--- src/rtl/vga_timing_gen_if.sv ---
// VGA timing bundle: pixel/line counters, active-low syncs, visible flag.
interface vga_timing_gen_if;
  logic       hsync;
  logic       vsync;
  logic       display_on;
  logic [9:0] hpos;
  logic [9:0] vpos;

  modport master (
    output hsync,
    output vsync,
    output display_on,
    output hpos,
    output vpos
  );

  modport slave (
    input hsync,
    input vsync,
    input display_on,
    input hpos,
    input vpos
  );
endinterface

--- src/rtl/vga_timing_gen.sv ---
// Free-running 640x480@60 VGA timing generator.
// Counters and syncs are registered; display_on is decoded from the counters.
module vga_timing_gen #(
  parameter int H_DISPLAY = 640,
  parameter int H_FRONT   = 16,
  parameter int H_SYNC    = 96,
  parameter int H_BACK    = 48,
  parameter int V_DISPLAY = 480,
  parameter int V_BOTTOM  = 10,
  parameter int V_SYNC    = 2,
  parameter int V_TOP     = 33
) (
  input  logic             clk,
  input  logic             reset,
  vga_timing_gen_if.master vga
);

  localparam int H_TOTAL = H_DISPLAY + H_FRONT
                         + H_SYNC + H_BACK;
  localparam int V_TOTAL = V_DISPLAY + V_BOTTOM
                         + V_SYNC + V_TOP;

  localparam logic [9:0] H_MAX =
    10'(H_TOTAL - 1);
  localparam logic [9:0] V_MAX =
    10'(V_TOTAL - 1);
  localparam logic [9:0] H_SS =
    10'(H_DISPLAY + H_FRONT);
  localparam logic [9:0] H_SE =
    10'(H_DISPLAY + H_FRONT + H_SYNC - 1);
  localparam logic [9:0] V_SS =
    10'(V_DISPLAY + V_BOTTOM);
  localparam logic [9:0] V_SE =
    10'(V_DISPLAY + V_BOTTOM + V_SYNC - 1);
  localparam logic [9:0] H_VIS =
    10'(H_DISPLAY);
  localparam logic [9:0] V_VIS =
    10'(V_DISPLAY);

  logic [9:0] hpos;
  logic [9:0] vpos;
  logic       hsync;
  logic       vsync;
  logic       hmaxxed;
  logic       vmaxxed;
  logic       h_zone;
  logic       v_zone;

  assign hmaxxed = (hpos == H_MAX);
  assign vmaxxed = (vpos == V_MAX);
  assign h_zone  = (hpos >= H_SS) && (hpos <= H_SE);
  assign v_zone  = (vpos >= V_SS) && (vpos <= V_SE);

  // Syncs follow the pre-edge counters, so they lag hpos/vpos by one clock.
  always_ff @(posedge clk) begin
    if (reset) begin
      hpos  <= '0;
      vpos  <= '0;
      hsync <= 1'b1;
      vsync <= 1'b1;
    end else begin
      hsync <= ~h_zone;
      vsync <= ~v_zone;
      if (hmaxxed) begin
        hpos <= '0;
        vpos <= vmaxxed ? '0 : vpos + 10'd1;
      end else begin
        hpos <= hpos + 10'd1;
      end
    end
  end

  assign vga.hpos       = hpos;
  assign vga.vpos       = vpos;
  assign vga.hsync      = hsync;
  assign vga.vsync      = vsync;
  assign vga.display_on = (hpos < H_VIS) && (vpos < V_VIS);

endmodule

--- src/flat_wrapper.sv ---
// flat-port wrapper written by rule: the top's interface ports become plain ports
module vga_timing_gen_flat 
#(
  parameter int H_DISPLAY = 640,
  parameter int H_FRONT   = 16,
  parameter int H_SYNC    = 96,
  parameter int H_BACK    = 48,
  parameter int V_DISPLAY = 480,
  parameter int V_BOTTOM  = 10,
  parameter int V_SYNC    = 2,
  parameter int V_TOP     = 33
)
  (clk, reset, vga_hsync, vga_vsync, vga_display_on, vga_hpos, vga_vpos);
  vga_timing_gen_if vga_i ();
  input  logic clk;
  input  logic reset;
  output wire logic [$bits(vga_i.hsync)-1:0] vga_hsync;
  output wire logic [$bits(vga_i.vsync)-1:0] vga_vsync;
  output wire logic [$bits(vga_i.display_on)-1:0] vga_display_on;
  output wire logic [$bits(vga_i.hpos)-1:0] vga_hpos;
  output wire logic [$bits(vga_i.vpos)-1:0] vga_vpos;
  assign vga_hsync = vga_i.hsync;
  assign vga_vsync = vga_i.vsync;
  assign vga_display_on = vga_i.display_on;
  assign vga_hpos = vga_i.hpos;
  assign vga_vpos = vga_i.vpos;
  vga_timing_gen #(.H_DISPLAY(H_DISPLAY), .H_FRONT(H_FRONT), .H_SYNC(H_SYNC), .H_BACK(H_BACK), .V_DISPLAY(V_DISPLAY), .V_BOTTOM(V_BOTTOM), .V_SYNC(V_SYNC), .V_TOP(V_TOP)) u_core (.clk(clk), .reset(reset), .vga(vga_i));
endmodule
--- config.mk ---
export PLATFORM = sky130hd
export DESIGN_NAME = vga_timing_gen_flat
export DESIGN_NICKNAME = d
export VERILOG_FILES = /design/src/rtl/vga_timing_gen_if.sv /design/src/rtl/vga_timing_gen.sv /design/src/flat_wrapper.sv
export SDC_FILE = /design/constraint.sdc
export NUM_CORES = 1
export LEC_CHECK = 0
export CAP_MARGIN = 25
export CORE_ASPECT_RATIO = 1.25
export CORE_MARGIN = 2
export CORE_UTILIZATION = 45
export DETAILED_ROUTE_END_ITERATION = 12
export PLACE_DENSITY = 0.69
export SETUP_SLACK_MARGIN = 0.5
export SKIP_LAST_GASP = 1
export SYNTH_ARGS = -nofsm -noshare
export SYNTH_HDL_FRONTEND = slang
export SYNTH_SLANG_ARGS = --single-unit
--- constraint.sdc ---
create_clock -name clk -period 3.25 [get_ports clk]
set_input_delay 0.4875 -clock clk [delete_from_list [all_inputs] [get_ports clk]]
set_output_delay 0.4875 -clock clk [all_outputs]
set_load 0.02 [all_outputs]
-- Word level (Yosys, flattened, before mapping)
Cells that the tools add are included.
- output and inout bits: 23
- logic and storage cells: 21
- input port bits: 2
- flip-flop bits (word level): 22
- mux-type cells: 1
- $lt $le $gt $ge: 6
- add/subtract/negate cells: 2
- bitwise operators: 2
- eq/ne operators: 2
- reduce and logical (&&, ||, !) cells: 4
- operator list (kind ; count):
    $add 10x1->10 const B ; 2
    $eq 10x10->1 const B ; 2
    $ge 10x10->1 const B ; 1
    $ge 10x9->1 const B ; 1
    $le 10x10->1 const B ; 1
    $le 10x9->1 const B ; 1
    $lt 10x10->1 const B ; 1
    $lt 10x9->1 const B ; 1
    $mux 10 ; 1
    $logic_and 1x1->1 ; 3
    $not 1->1 ; 2
    $reduce_or 2->1 ; 1

-- Depth between registers and ports, before layout
Gate-level depths: netlist of the first run.
- word-level depth: 3
- depth in mapped cells: 6
- depth with buffers taken out: 5

-- Worst setup path after synthesis of the first run
No wires, ideal clock.
- path kind: register to register
- from: register u_core.hpos[0] (netlist: u_core.vga.hpos[0])
- to: register u_core.vpos[7] (netlist: u_core.vga.vpos[7])
- stages on the path, launching flop included: 6
- required time: 3.184 ns
- library setup time: 0.066 ns
- path buffers: 0
- path slack: 1.086 ns
- data arrival time: 2.098 ns
- cell sequence: dfxtp_1 -> ha_1 -> nand4_1 -> or4_4 -> or3_1 -> a21oi_2
- longest elaborated chain between the ends: 1
- ends and longest elaborated chain (item ; line ; source):
    start: declaration ; vga_timing_gen.sv:40 ; logic [9:0] hpos;
    start signal: assignment ; vga_timing_gen.sv:68 ; hpos <= hpos + 10'd1;
    $eq 10x10->1 ; vga_timing_gen.sv:49 ; assign hmaxxed = (hpos == H_MAX);
    end signal: assignment ; vga_timing_gen.sv:66 ; vpos <= vmaxxed ? '0 : vpos + 10'd1;
    end: declaration ; vga_timing_gen.sv:41 ; logic [9:0] vpos;
No other way between the ends.
A chain may end at the register's enable or synchronous reset.

-- Final worst setup path of the first run
Ends and elaborated chain as after synthesis.

==> results of run 1 <==
-- cells by family after synthesis --
| kind of cell | share of synthesized area |
|---|---|
| XOR/XNOR | 0.1041 |
| flip-flops | 0.4027 |
| AO/OA/AOI/OAI | 0.04805 |
| multiplexers | 0.009154 |
| buffers and inverters | 0.04691 |
| adder cells (fa/ha/maj) | 0.05721 |
| AND/OR/NAND/NOR | 0.3318 |
-- per-layer routing --
layer  vias up  routed length, microns  global-route usage
li1        485                       -                   -
met1       451                     991              0.2241
met2        23                    1237              0.3295
met3         2                      94             0.03049
met4         0                      16             0.04633
met5         -                       0                   0
-- placed cells by master, fill, tap and decap left out --
cell and n:
and3_1 1, or2_2 1, nand4_1 4, a31o_2 1
nor3_1 4, xnor2_1 10, nor4b_1 1, or4b_2 2
ha_1 5, dfxtp_1 22, xor2_1 3, clkbuf_4 3
nand3_1 7, nand3b_1 2, or4b_1 1, or4_4 1
or4_1 1, nor4bb_1 1, a21oi_1 3, nor2_1 21
or3_1 2, nor4_1 4, nand2_1 8, mux2i_1 1
a21oi_2 1, or3_2 2, clkdlybuf4s50_1 24, o21ai_0 4
nor3b_1 2, nand4bb_1 1, inv_1 7
-- worst register-to-register path, stage by stage, from the launching register on --
cell and delay, ns:
dfxtp_1 0.43, ha_1 0.25, nand4_1 0.33, or4_4 0.66, or3_1 0.39, a21oi_2 0.14
-- through the flow --
stage                       util  hold WS, ns  power (mW)
after floorplan                -       0.5398      0.2971
after global placement    0.5967       0.4654      0.3073
after detailed placement  0.5967       0.4785      0.3080
after CTS                 0.6066       0.5080      0.4241
after global routing      0.6066       0.5389      0.4405
final                     0.6066       0.5046      0.4186
-- flip-flops by register name, summed over array words and instances, names as in the netlist --
register,cells
u_core.vga.vsync,1
u_core.vga.hsync,1
u_core.vga.hpos,10
u_core.vga.vpos,10
-- power breakdown --
| part | switching (mW) | total (mW) | internal [mW] |
|---|---|---|---|
| Clock | 0.0739 | 0.117 | 0.0431 |
| Sequential | 0.00450 | 0.277 | 0.273 |
| Combinational | 0.0139 | 0.0244 | 0.0105 |
| Total | 0.0923 | 0.419 | 0.326 |
-- how the worst min path moves through the flow --
stage / start / endpoint / slack (ns)
5_1_grt: u_core.vga.hpos[0] / u_core.vga.hpos[0] / 0.54
3_3_place_gp: u_core.vga.hpos[0] / u_core.vga.hpos[0] / 0.47
4_1_cts: u_core.vga.hpos[0] / u_core.vga.hpos[0] / 0.51
2_1_floorplan: u_core.vga.hpos[0] / u_core.vga.hpos[0] / 0.54
6_report: u_core.vga.hpos[0] / u_core.vga.hpos[0] / 0.50
3_5_place_dp: u_core.vga.hpos[0] / u_core.vga.hpos[0] / 0.48
-- area by class of cell --
| type | count | area (sq um) |
|---|---|---|
| clock buffer | 3 | 22.52 |
| fill | 210 | 888.4 |
| inverter | 7 | 26.28 |
| multi-input combinational | 94 | 601.8 |
| sequential | 22 | 440.4 |
| tap | 31 | 38.79 |
| timing repair buffer | 24 | 240.2 |
==> metrics.cfg, run 1 <==
[floorplanning]
std_cell_rows = 19
ios = 25
start_util = 0.4842
fp.dieH_microns = 59.12
dieArea_sq_mm = 0.002843
core_sq_mm = 0.002258
die_width_microns = 48.09

[place]
place_ws_ns = 1.020
hpwlAfterDp_microns = 1757
gp_congestion = 0.7329
place_area_sq_mm = 0.001348
port_buffers = 24
place_inst = 178

[timing]
finalSetupTns_ns = 0
period_needed_ns = 2.251
finalSetupViolCount = 0
worst_pin_slew_ns = 0.5151
finalHoldViolCount = 0
finalWorstSetupSlack_ns = 0.9993
max_slew_margin = 0.6534
slew_viol_final = 0
fmax_ghz = 0.4443
rsz0062_at_grt = no
period_share = 0.6925
finClkSkew_ns = 0.001055

[setup_path]
crit_required_ns = 3.49
crit_end = u_core.vga.vpos[7]
crit_chain = ha_1, nand4_1, or4_4, or3_1, a21oi_2
critPathLaunchType = flip-flop
reg2reg_from = u_core.vga.hpos[0]
cp_num_cells = 5
cp_max_fo = 9
critPathLaunch = u_core.vga.hpos[0]
worst-r2r-setup-slack_ns = 1.0
path_buf_inv = 0
r2r-end = u_core.vga.vpos[7]
crit_slowest_cell = or4_4
crit_type = flip-flop to flip-flop
cpPeakStageDelay_ns = 0.66
critPathCaptureType = flip-flop
r2r_cells = 5
cpLargestDelayFamily = simple AND/OR/NAND/NOR gates
arrival_ns = 2.49

[cts]
cts-buffers-inserted = 3
ctsResizeCount = 0
cts.htree.levels = 1
holdBufCountCts = 0
clock_sinks = 22
root_buffer = clkbuf_4
cts_tree = done
path_clk_slew_ns = 0.11
clock_path_buffers = 2
clock_latency_ns = 0.29
post_cts_buffers = 0

[final_layout]
antenna_cells = 0
instances_no_fill = 181
post-route-cell-area_sq_mm = 0.001370
drive_gt1_frac = 0.07333
fin_nets = 159
syn2layout_area_growth_pct = 25.29

[grt]
grt_pass1_vias = 875
grt_pass1_wl_microns = 3870
antenna_found_initial = 0
grt_max_degree = 12
grt_usage = 0.1860
gr-total-overflow = 0

[power_and_ir_drop]
power_density_mw_per_mm2 = 305.6
vdd_ir_drop_max_uv = 254.4
power_leakage_nw = 0.4429

[run]
maxCapViolCount = 0

[yosys]
ys_seq_area_frac = 0.4027
synth.area.top_cells = dfxtp_1 40%, xnor2_1 8.0%, nor2_1 7.2%, ha_1 5.7%, nand3_1 3.2%
avgSynthCellArea_sq_um = 8.611
synth.net_count = 134
yosysMostFrequentCell = dfxtp_1
syn_inst = 127
synth_top_area_share = 0.4027
ys_types = 32
synth-seq-cells = 22
synth_edf_count = 0
yosysTopAreaCell = dfxtp_1
ys.flop_type = dfxtp_1
async_reset_ff_frac = 0
synth_common_cells = 22 x dfxtp_1, 21 x nor2_1, 10 x xnor2_1
yosys_warnings = 0
synth_area_sq_mm = 0.001094

[route]
drt_wl_total_microns = 2340
drcViolationCount = 0
drtIter0Drc = 9
num_vias = 961
antenna_left = 0
wire_per_inst_microns = 12.93
first_pass_iters = 4
viasPerCell = 5.309

[status]
status = finished, final reports clean

[hold_path]
hold_path.class = flip-flop to flip-flop
hold_path_depth = 1

Note: power is estimated with default switching activity, not from simulation.
==> run 2: changes to the inputs <==
==> constraint.sdc (replaced) <==
create_clock -name clk -period 2.2 [get_ports clk]
set_input_delay 0.33 -clock clk [delete_from_list [all_inputs] [get_ports clk]]
set_output_delay 0.33 -clock clk [all_outputs]
set_load 0.02 [all_outputs]
==> metrics.cfg, run 2 (synthesis results as in run 1) <==
[status]
status = finished, final reports clean

[route]
viasPerCell = 5.640  ; +6.2%
first_pass_iters = 5  ; +1
drcViolationCount = 0  ; unchanged
antenna_left = 0  ; unchanged
wire_per_inst_microns = 15.33  ; +19%
drt_wl_total_microns = 3020  ; +29%
drtIter0Drc = 43  ; +34
num_vias = 1111  ; +16%

[power_and_ir_drop]
net-switching-power_uw = 172.1  ; +86%
swShare = 0.2219  ; +0.001457
finalPower_uw = 775.4  ; +85%
vdd_ir_drop_max_uv = 390.9  ; +54%
power_density_mw_per_mm2 = 460.4  ; +51%
pwr-share-seq = 0.526  ; -0.136
pwr-share-clk = 0.418  ; +0.139
power.internal_uw = 603.3  ; +85%
power_leakage_nw = 0.7359  ; +66%
combinationalPowerShare = 0.056  ; -0.002

[cts]
holdBufCountCts = 0  ; unchanged
clock_sinks = 22  ; unchanged
clock_latency_ns = 0.33  ; +0.04 ns
root_buffer = clkbuf_4
path_clk_slew_ns = 0.14  ; +0.03 ns
cts.htree.levels = 1  ; unchanged
cts-buffers-inserted = 3  ; unchanged
cts_tree = done
clock_path_buffers = 2  ; unchanged

[final_layout]
num-fill-cells = 160  ; -24%
largestRegisters = u_core.vga.hpos (10), u_core.vga.vpos (10)
fin_nets = 174  ; +9.4%
syn2layout_area_growth_pct = 54.00
post-route-cell-area_sq_mm = 0.001684  ; +23%
drive_gt1_frac = 0.3373  ; +0.2640
area.sequential_sq_um = 464.2  ; +5.4%
final_cell_mix = 13 x nor2_1, 13 x dfxtp_1, 12 x dlygate4sd2_1, 10 x buf_4, 9 x xnor2_1
antenna_cells = 0  ; unchanged
multi_input_area_sq_um = 738.2  ; +23%

[place]
gp_congestion = 0.7887  ; +7.6%
port_buffers = 24  ; unchanged
hpwlAfterDp_microns = 1700  ; -3.3%
place_ws_ns = 0.2026  ; -0.8170 ns
place_area_sq_mm = 0.001400  ; +3.9%

[grt]
grt_max_degree = 14  ; +2
grt_pass1_wl_microns = 4491  ; +16%
gr-total-overflow = 0  ; unchanged
grt_usage = 0.2215  ; +0.03548
antenna_found_initial = 0  ; unchanged
grt_pass1_vias = 977  ; +12%

[run]
maxCapViolCount = 0  ; unchanged

[floorplanning]
fp.dieH_microns = 59.12  ; unchanged
dieArea_sq_mm = 0.002843  ; unchanged
std_cell_rows = 19  ; unchanged
core_sq_mm = 0.002258  ; unchanged
die_width_microns = 48.09  ; unchanged
start_util = 0.4842  ; unchanged
ios = 25  ; unchanged

[timing]
finalHoldViolCount = 0  ; unchanged
finalWorstSetupSlack_ns = 0.2760  ; -0.7233 ns
period_share = 0.8745  ; +0.1820
slew_viol_final = 0  ; unchanged
finalSetupTns_ns = 0  ; unchanged
max_slew_margin = 0.6190  ; -0.03442
finalSetupViolCount = 0  ; unchanged
rsz0062_at_grt = yes
finClkSkew_ns = 0.009494  ; +0.008439 ns
worst_pin_slew_ns = 0.5635  ; +0.04844 ns
fmax_ghz = 0.5197  ; +17%
period_needed_ns = 1.924  ; -0.3267 ns

[setup_path]
crit_required_ns = 2.47  ; -1.02 ns
path_buf_inv = 0  ; unchanged
crit_chain = or4b_4, or4_4, or3_4, a21oi_2
critPathLaunchType = flip-flop
cpPeakStageDelay_ns = 0.52  ; -0.14 ns
crit_slowest_cell = or4b_4
critPathCaptureType = flip-flop
cp_max_fo = 4  ; -5
cpLargestDelayFamily = simple AND/OR/NAND/NOR gates
crit_type = flip-flop to flip-flop
arrival_ns = 2.19  ; -0.30 ns

[hold_path]
hold_path.class = flip-flop to flip-flop

-- run 2: final timing paths --
kind	end	slack (ns)	cells after the start	start
setup / recovery	u_core.vga.vpos[7]	0.28	4	u_core.vga.hpos[7]
hold / removal	u_core.vga.hpos[0]	0.47	1	u_core.vga.hpos[0]
setup reg to reg	u_core.vga.vpos[7]	0.28	4	u_core.vga.hpos[7]
hold reg to reg	u_core.vga.hpos[0]	0.47	1	u_core.vga.hpos[0]
-- run 2: metal layers --
metal / GRT usage / up-vias / wire [microns]
li1: - / 523 / -
met5: 0 / - / 0
met4: 0.08880 / 0 / 87
met1: 0.3017 / 520 / 1298
met3: 0.03963 / 15 / 185
met2: 0.3390 / 53 / 1450
-- run 2: repair_timing --
| item | in CTS | in global routing |
|---|---|---|
| pin swaps | 8 | 17 |
| resized for setup | 29 | 27 |
| setup buffers | 6 | 6 |
| cloned | 1 | 0 |
| setup endpoints to repair | 24 | 25 |
-- run 2: final cells by class --
type                    count  area share
multi-input cells          95      0.4383
clock buffers               3     0.01337
inverters                   7     0.01560
clock inverters             1     0.01783
well taps                  31     0.02303
repair buffers             38      0.2162
flip-flops and latches     22      0.2756
-- run 2: stage by stage --
step	hold WS, ns	utilization	cells
finish	0.4736	0.7457	197
global placement	0.4483	0.6199	180
detailed placement	0.4550	0.6199	180
CTS	0.4619	0.6853	191
floorplan	0.3950	-	127
global route	0.4902	0.7457	197
-- run 2: power groups by stage --
stage	clock network [mW]	registers [mW]	logic [mW]
3_5_place_dp	0	0.418	0.0358
3_3_place_gp	0	0.418	0.0355
5_1_grt	0.341	0.409	0.0466
2_1_floorplan	0	0.423	0.0164
4_1_cts	0.322	0.407	0.0377
6_report	0.324	0.408	0.0436
==> variant (settings of run 1) <==
Make the reset (`reset`) asynchronous in one clocked block.
--- a/src/rtl/vga_timing_gen.sv
+++ b/src/rtl/vga_timing_gen.sv
@@ -54,3 +54,3 @@
   // Syncs follow the pre-edge counters, so they lag hpos/vpos by one clock.
-  always_ff @(posedge clk) begin
+  always_ff @(posedge clk or posedge reset) begin
     if (reset) begin
Check against the original RTL: differs if reset is asserted again (counterexample within 4 cycles, from zero or initial values and one cycle with reset high); with reset held inactive, the same outputs for 10 cycles.
==> variant against run 1 <==
  * Area after synthesis down 0.34%
  * Maximum frequency down 7.9%
  * Global-route usage down 0.14 points
  * Sequential cell count unchanged
  * Routed wire length down 2.7%
  * Via count down 10%
  * Cell area up 1.1%
  * Setup slack worse by 0.19 ns
  * Hold slack better by 0.024 ns
Power is not compared: it rests on default switching activity, and its combinational part moved more than twofold at a synthesized area within 25%.
==> variant: results (changes against run 1) <==
[clock_network]
post_cts_buffers=0  ; unchanged
htree_levels=1  ; unchanged
cts_buffer_depth=2  ; unchanged
clk_pin_slew_ns=0.12
cts_buffers=3  ; unchanged
clk-insertion-delay-late_ns=0.31  ; +0.02 ns

[route]
firstDrtPassIters=3  ; -1
drt_iter0_drc=10  ; +1
drt-total-wl_um=2276  ; -2.7%
num_vias=863  ; -10%

[logic_synthesis]
yosys-top-cells-area=dfrtp_1 (46%), xnor2_1 (5.6%), nand3_1 (5.5%)
synthTopCellsByCount=dfrtp_1 (20), nor2_1 (13), nand3_1 (12), inv_1 (9), xnor2_1 (7)
ys.flop_type=dfrtp_1
syn-num-nets=117  ; -13%
async_reset_ff_frac=1.000  ; +1.000
synthDistinctLibCells=28  ; -13%
ys_seq_area_frac=0.5075  ; +0.1047

[timing]
slew_viol_final=0  ; unchanged
finClkSkew_ns=0.003860  ; +0.002805 ns
slew_headroom=0.4509  ; -0.2026

[grt]
grt_util_all_layers=0.1847  ; -0.001367
first_global_vias=831  ; -5.0%
grt_pass1_wl_um=3732  ; -3.6%
antenna_found_initial=0  ; unchanged
grt_max_degree=23  ; +11

[finish]
layout.nets=144  ; -9.4%
multi_input_area_sq_um=493.0  ; -18%
drive_above_1_share=0.05109  ; -0.02224
num-fill-cells=204  ; -2.9%

[setup_path]
cp_max_fo=5  ; -4
worstPathArrival_ns=1.96  ; -0.53 ns

[power]
vdd_drop_max_v=0.0001718
p_leak_uw=0.0005932

[status]
status=finished clean

[placement]
portBuffers=24  ; unchanged
dp_hpwl_um=1625  ; -7.5%
place_area_sq_mm=0.001359  ; +0.84%
gp_congestion=0.7910  ; +7.9%

[worst_hold_path]
min_path_type=flip-flop to flip-flop

-- variant: cell count changes in the layout (fill, tap and decap cells not counted), moves of 3 or more --
cell            run 1  this run
dfxtp_1            22         0
dfrtp_1             0        20
nor2_1             21        13
nand3_1             7        12
nand2_1             8         4
xnor2_1            10         7
xor2_1              3         6
-- variant: metal layers --
metal | share of wire | track usage
met3 | 0.027 | 0.03049
met4 | 0.016 | 0.06950
met2 | 0.48 | 0.2876
met1 | 0.48 | 0.2524
met5 | 0 | 0
-- variant: area by class of cell --
type                    count  share of cell area
flip-flops and latches     22              0.3993
multi-input cells          78              0.3559
repair buffers             24              0.1734
well taps                  31             0.02800
inverters                   9             0.02439
clock buffers               4             0.01897
-- variant: logic make-up after synthesis --
kind of cell | share of synthesized area
and+or+nand+nor | 0.2446
DFF | 0.5075
xor gates and xnor gates | 0.1045
buffers and inverters | 0.04017
AOI/OAI and AO/OA | 0.05741
adders and majority gates | 0.04593
-- variant: path summary, 6_finish.rpt --
path | start | endpoint | slack [ns] | cells past startpoint
min in group asynchronous | reset | u_core.vga.vpos[0] | 0.62 | 2
max | u_core.vga.vpos[6] | vga_display_on | 0.81 | 4
max reg2reg | u_core.vga.hpos[0] | u_core.vga.vpos[9] | 1.04 | 5
min reg2reg | u_core.vga.vpos[7] | u_core.vga.vpos[7] | 0.53 | 1
max in group asynchronous | reset | u_core.vga.vpos[3] | 2.12 | 2
min | u_core.vga.vpos[7] | u_core.vga.vpos[7] | 0.53 | 1
-- variant: through the flow --
stage          worst slack, ns  instances
3_5_place_dp             1.061        164
4_1_cts                 0.7850        168
6_report                0.8052        168
3_3_place_gp             1.148        164
2_1_floorplan            1.060        111
5_1_grt                 0.6936        168
-- variant: worst max-delay path, stage by stage (launching register included) --
cell and delay (ns):
dfrtp_1 0.45, and3_1 0.22, and2_1 0.17, nor3_1 0.18
clkdlybuf4s50_1 0.63
-- variant: power groups by stage --
stage	Clock [uW]	Sequential (uW)	Combinational, uW
6_report	132	274	6.28
2_1_floorplan	0	279	4.07
3_5_place_dp	0	279	6.92
5_1_grt	143	274	7.87
3_3_place_gp	0	279	6.68
4_1_cts	135	274	6.89
